[src/rtl/seq_divider.sv]
// Multi-cycle signed non-restoring divider: one quotient bit per clock, zout = {remainder, quotient}.
// Optional build macro DIV_UNSIGNED_SEL_EN adds a per-divide unsigned select input.
module seq_divider #(
  parameter int WIDTH = 32
) (
  input  logic                 clock,
  input  logic                 clear,
  input  logic                 start,
`ifdef DIV_UNSIGNED_SEL_EN
  input  logic                 div_unsigned,
`endif
  input  logic [WIDTH-1:0]     dividend,
  input  logic [WIDTH-1:0]     divisor,
  output logic                 busy,
  output logic                 done,
  output logic [2*WIDTH-1:0]   zout,
  output logic                 div_by_zero,
  output logic [2:0]           fsm_state
);

  // Handshake: start is taken on an edge where the block is in IDLE or DONE;
  // busy covers PREP/ITER/FIX, done pulses for the single DONE cycle and zout
  // stays valid until the FIX of the next accepted divide.

  typedef enum logic [2:0] {
    S_IDLE = 3'd0,
    S_PREP = 3'd1,
    S_ITER = 3'd2,
    S_FIX  = 3'd3,
    S_DONE = 3'd4
  } state_t;

  localparam int CW = $clog2(WIDTH + 1);

  state_t           state;
  state_t           next_state;
  logic [WIDTH-1:0] a_reg;
  logic [WIDTH-1:0] mag_d;
  logic [WIDTH-1:0] q_reg;
  logic [WIDTH:0]   p_reg;
  logic             sign_a;
  logic             sign_d;
  logic [CW-1:0]    cnt;
  logic             uns_in;
  logic             accept;

  logic [WIDTH:0]   p_shift;
  logic [WIDTH:0]   p_step;
  logic [WIDTH:0]   p_fix;
  logic [WIDTH-1:0] q_fix;
  logic [WIDTH-1:0] r_fix;

`ifdef DIV_UNSIGNED_SEL_EN
  assign uns_in = div_unsigned;
`else
  assign uns_in = 1'b0;
`endif

  assign accept    = start && (state == S_IDLE || state == S_DONE);
  assign busy      = (state == S_PREP) || (state == S_ITER) || (state == S_FIX);
  assign done      = (state == S_DONE);
  assign fsm_state = state;

  always_ff @(posedge clock) begin
    if (!clear) state <= S_IDLE;
    else        state <= next_state;
  end

  always_comb begin
    next_state = state;
    case (state)
      S_IDLE:  if (start) next_state = S_PREP;
      S_PREP:  next_state = S_ITER;
      S_ITER:  if (cnt == CW'(1)) next_state = S_FIX;
      S_FIX:   next_state = S_DONE;
      S_DONE:  next_state = start ? S_PREP : S_IDLE;
      default: next_state = S_IDLE;
    endcase
  end

  // The partial remainder stays within [-|D|, |D|) after each step, so WIDTH+1
  // bits hold it even though the shifted intermediate may wrap.
  always_comb begin
    p_shift = {p_reg[WIDTH-1:0], q_reg[WIDTH-1]};
    p_step  = p_reg[WIDTH] ? (p_shift + {1'b0, mag_d}) : (p_shift - {1'b0, mag_d});
    p_fix   = p_reg[WIDTH] ? (p_reg + {1'b0, mag_d}) : p_reg;
    q_fix   = (sign_a ^ sign_d) ? (~q_reg + 1'b1) : q_reg;
    r_fix   = sign_a ? (~p_fix[WIDTH-1:0] + 1'b1) : p_fix[WIDTH-1:0];
  end

  always_ff @(posedge clock) begin
    if (!clear) begin
      a_reg       <= '0;
      mag_d       <= '0;
      q_reg       <= '0;
      p_reg       <= '0;
      sign_a      <= 1'b0;
      sign_d      <= 1'b0;
      cnt         <= '0;
      zout        <= '0;
      div_by_zero <= 1'b0;
    end else if (accept) begin
      // Signs are recorded as zero for unsigned divides, which disables every correction.
      a_reg  <= dividend;
      q_reg  <= dividend;
      mag_d  <= divisor;
      sign_a <= dividend[WIDTH-1] & ~uns_in;
      sign_d <= divisor[WIDTH-1] & ~uns_in;
    end else begin
      case (state)
        S_PREP: begin
          q_reg <= sign_a ? (~q_reg + 1'b1) : q_reg;
          mag_d <= sign_d ? (~mag_d + 1'b1) : mag_d;
          p_reg <= '0;
          cnt   <= CW'(WIDTH);
        end
        S_ITER: begin
          p_reg <= p_step;
          q_reg <= {q_reg[WIDTH-2:0], ~p_step[WIDTH]};
          cnt   <= cnt - CW'(1);
        end
        S_FIX: begin
          if (mag_d == '0) begin
            zout        <= {a_reg, {WIDTH{1'b1}}};
            div_by_zero <= 1'b1;
          end else begin
            zout        <= {r_fix, q_fix};
            div_by_zero <= 1'b0;
          end
        end
        default: ;
      endcase
    end
  end

endmodule

[config.mk]
export PLATFORM = sky130hd
export DESIGN_NAME = seq_divider
export DESIGN_NICKNAME = d
export VERILOG_FILES = /design/src/rtl/seq_divider.sv
export SDC_FILE = /design/constraint.sdc
export NUM_CORES = 1
export LEC_CHECK = 0
export CAP_MARGIN = 20
export CELL_PAD_IN_SITES_DETAIL_PLACEMENT = 1
export CELL_PAD_IN_SITES_GLOBAL_PLACEMENT = 1
export CORE_MARGIN = 1.5
export CORE_UTILIZATION = 43
export DETAILED_ROUTE_END_ITERATION = 12
export PLACE_DENSITY_LB_ADDON = 0.1
export SLEW_MARGIN = 10
export SYNTH_ARGS = -nofsm -noshare
export SYNTH_HDL_FRONTEND = slang
export SYNTH_SLANG_ARGS = --single-unit
export TNS_END_PERCENT = 100
[constraint.sdc]
create_clock -name clock -period 6.9 [get_ports clock]
set_input_delay 1.035 -clock clock [delete_from_list [all_inputs] [get_ports clock]]
set_output_delay 1.035 -clock clock [all_outputs]
set_load 0.005 [all_outputs]
==> results.yml <==
setup_path:
  r2r-end: "p_reg[32]"
  max_stage_delay_ps: 490
  critPathKind: "flop to flop"
  r2r_start: "mag_d[1]"
  critPathTopFamily: "simple AND/OR/NAND/NOR gates"
  reg2regPathDepth: 23
  crit_path_end_kind: "flop"
  crit_chain: "inv_1 > ha_1 > nor3b_2 > nand2b_1 > or4_1 > or3_1 > or3_1 > or3_1 > nor3_2 > nor2_1 > xor2_1 > ha_1 > o21a_1 > o21ai_0 > a21oi_1 > nor2_1 > o211ai_1 > a311oi_1 > o21ai_0 > a41oi_1 > xnor2_1 > mux2i_1 > o22ai_1"
  timing.critical_path.buf_inv: 1
  crit_fanout: 6
  cpMostUsedCell: "or3_1"
  reg2reg_slack_ps: 510
  cp_slowest_cell: "or4_1"
  crit_arrival_ps: 6800
  crit_required_ps: 7310
  worst_setup_path_start_kind: "flop"
pwr:
  clkPwrFrac_pct: 32.1
  p_leak_nw: 6.53
  totalPowerFinal_mw: 4.58
  pwr_density_cell_mw_per_mm2: 272
  internal_power_mw: 2.83
  vdd.ir_drop.worst_mv: 0.182
  combPwrFrac_pct: 36.9
  p_sw_mw: 1.75
  sw_frac_of_total_pct: 38.2
  power_frac_seq_pct: 31.0
logic_synthesis:
  synth_mux_area_share_pct: 1.08
  synth-xor-area-share_pct: 8.12
  syn_area_per_cell_um2: 7.36
  synth-compound-area-share_pct: 27.6
  netlist.area_leader.share_pct: 28.5
  synth_fp_nets: 2087
  synth.area.top_cells: "dfxtp_1 28%, nand2_1 7.0%, nor2_1 6.5%"
  ys_warn_count: 0
  synth_edf_count: 0
  ys_seq_elements: 204
  synth_ff_type: "dfxtp_1"
  syn_inst: 1950
  synthArstFlopShare_pct: 0
  ys_top_cells_by_count: "266 x nand2_1, 249 x nor2_1, 204 x dfxtp_1"
  synth_top_family_by_area: "compound AO/OA/AOI/OAI gates"
  seq_area_frac_synth_pct: 28.5
  synthesis.area_mm2: 0.0143
  synthSimpleGateAreaFrac_pct: 24.0
  yosysMostFrequentCell: "nand2_1"
  synth_largest_area_cell: "dfxtp_1"
  synthDistinctLibCells: 81
  synth_fa_ha_area_share_pct: 6.21
clock_network:
  ctsHoldBuffers: 0
  cts_htree_levels: 1
  cts_buffer_depth: 3
  cts_setup_buffers: 0
  cts_buffers: 26
  root_buffer: "clkbuf_16"
  cts_sinks: 204
  cts_tree: "yes"
  ctsResizeCount: 0
  clkTransAtPathRegs_ps: 60
  clk_latency_ps: 560
floorplan:
  die_w_um: 186
  ios: 137
  dieHeight_um: 186
  die_area_mm2: 0.0345
  core-area_mm2: 0.0327
  row_count: 66
  initial_core_util_pct: 43.9
global_route:
  antenna_found_initial: 0
  overflow: 0
  track_usage_pct: 30.7
  grt_pass1_wl_um: 83900
  grt_max_degree: 70
  grt_pass1_vias: 15007
finish:
  area_delta_synth_final_pct: 17.5
  n_antenna_cell: 0
  largest_register_ffs: 64
  nNetsFinal: 2138
  drive_gt1_share_pct: 5.49
  utilization_pct: 51.6
worst_hold_path:
  whs_path_depth: 2
  hp-class: "flop to flop"
  min_to: "div_by_zero"
  min-delay-start: "div_by_zero"
place:
  globalplace.congestion: 0.936
  place_ws_ps: 288
  port_buffers: 136
  hpwl_um: 39100
sta:
  relSlewSlack_pct: 24.8
  clock_skew_ps: 13.0
  period_needed_ps: 6390
  finalCritPeriodShare_pct: 92.7
  finalSetupViolations: 0
  finalWorstSetupSlack_ps: 506
  fmax_ghz: 0.156
  tightest_slew_ps: 1130
  finalHoldViolCount: 0
  maxSlewViolCount: 0
detailed_routing:
  drt_first_pass_iters: 8
  routed_wirelength_um: 54100
  avgViaCountPerCell: 6.24
  num_vias: 15358
  drc_errors: 0
  postRouteAntennaNets: 0
  drt_iter0_markers: 1084
  routedWlPerCell_um: 22.0
outcome:
  status: "finished, final reports clean"
job:
  maxCapViolCount: 0
power groups by stage:
stage / combinational (mW) / sequential [mW] / clock (mW)
2_1_floorplan: 1.26 / 1.36 / 0
3_3_place_gp: 1.60 / 1.44 / 0
3_5_place_dp: 1.66 / 1.44 / 0
4_1_cts: 1.68 / 1.42 / 1.49
5_1_grt: 1.86 / 1.43 / 1.53
6_report: 1.69 / 1.42 / 1.47
final cells by class:
cell class	instances	area [µm²]
multi-input cells	1581	9650
flip-flops and latches	204	4090
clock buffers	34	721
fillers	4084	15800
well taps	442	553
clock inverters	14	195
inverters	26	100
repair buffers	162	1560
layer usage:
metal  share of wire (%)  vias to the layer above  GRT usage [%]
li1                    -                     7206              -
met1                  45                     7681           40.6
met2                  48                      385           53.5
met3                 4.4                       86           2.43
met4                 2.5                        0           8.35
met5                   0                        -              0
cells in the final DEF, fill, tap and decap left out, types with 9 or more instances in the layout:
cell type	count
a222oi_1	22
a21o_1	29
a211oi_1	18
inv_1	24
buf_4	25
nor4_1	18
mux2i_1	11
o21a_1	12
nor2b_1	13
dfxtp_1	203
a21oi_1	153
nand4_1	18
o31ai_1	13
a311oi_1	11
a211o_1	16
a22oi_1	35
a221oi_1	18
ha_1	68
xor2_1	62
or4_1	10
o311ai_0	13
nor2_1	247
xnor2_1	71
clkbuf_16	26
nand2_1	265
o211ai_1	15
o21ai_0	149
a31oi_1	39
and3_1	9
nand2b_1	10
nand3_1	34
clkdlybuf4s50_1	136
o21bai_1	9
nor3_1	50
or3_1	29
cells by family (layout without fill, tap and decap cells):
group,Yosys count,count (layout)
AND/OR/NAND/NOR,758,758
adder cells (fa/ha/maj),70,70
XOR/XNOR,133,133
flip-flops,204,204
multiplexers,15,15
buffers and inverters,165,236
AO/OA/AOI/OAI,605,605
per-stage QoR:
step | TNS, ps | instances | area [µm²] | hold slack [ps]
after detailed placement | 0 | 2414 | 15900 | 449
after floorplan | 0 | 1950 | 14300 | 432
after global routing | -14.7 | 2463 | 16900 | 469
after CTS | 0 | 2462 | 16800 | 459
after global placement | 0 | 2414 | 15900 | 439
final | 0 | 2463 | 16900 | 455
tightest hold or removal path, delay by kind of cell (launching register included):
family | cells | cell delay, ps
compound gates | 1 | 50
flops | 1 | 310
simple gates | 1 | 50
how the worst max path moves through the flow:
stage	from	cells after the start	slack (ps)	endpoint
2_1_floorplan	mag_d[1]	23	1350	p_reg[32]
3_3_place_gp	mag_d[1]	23	600	p_reg[32]
3_5_place_dp	mag_d[1]	23	290	p_reg[32]
4_1_cts	mag_d[1]	23	190	p_reg[32]
5_1_grt	mag_d[1]	23	-10	p_reg[32]
6_report	mag_d[1]	23	510	p_reg[32]
No activity file was read; power rests on OpenSTA's default activity.
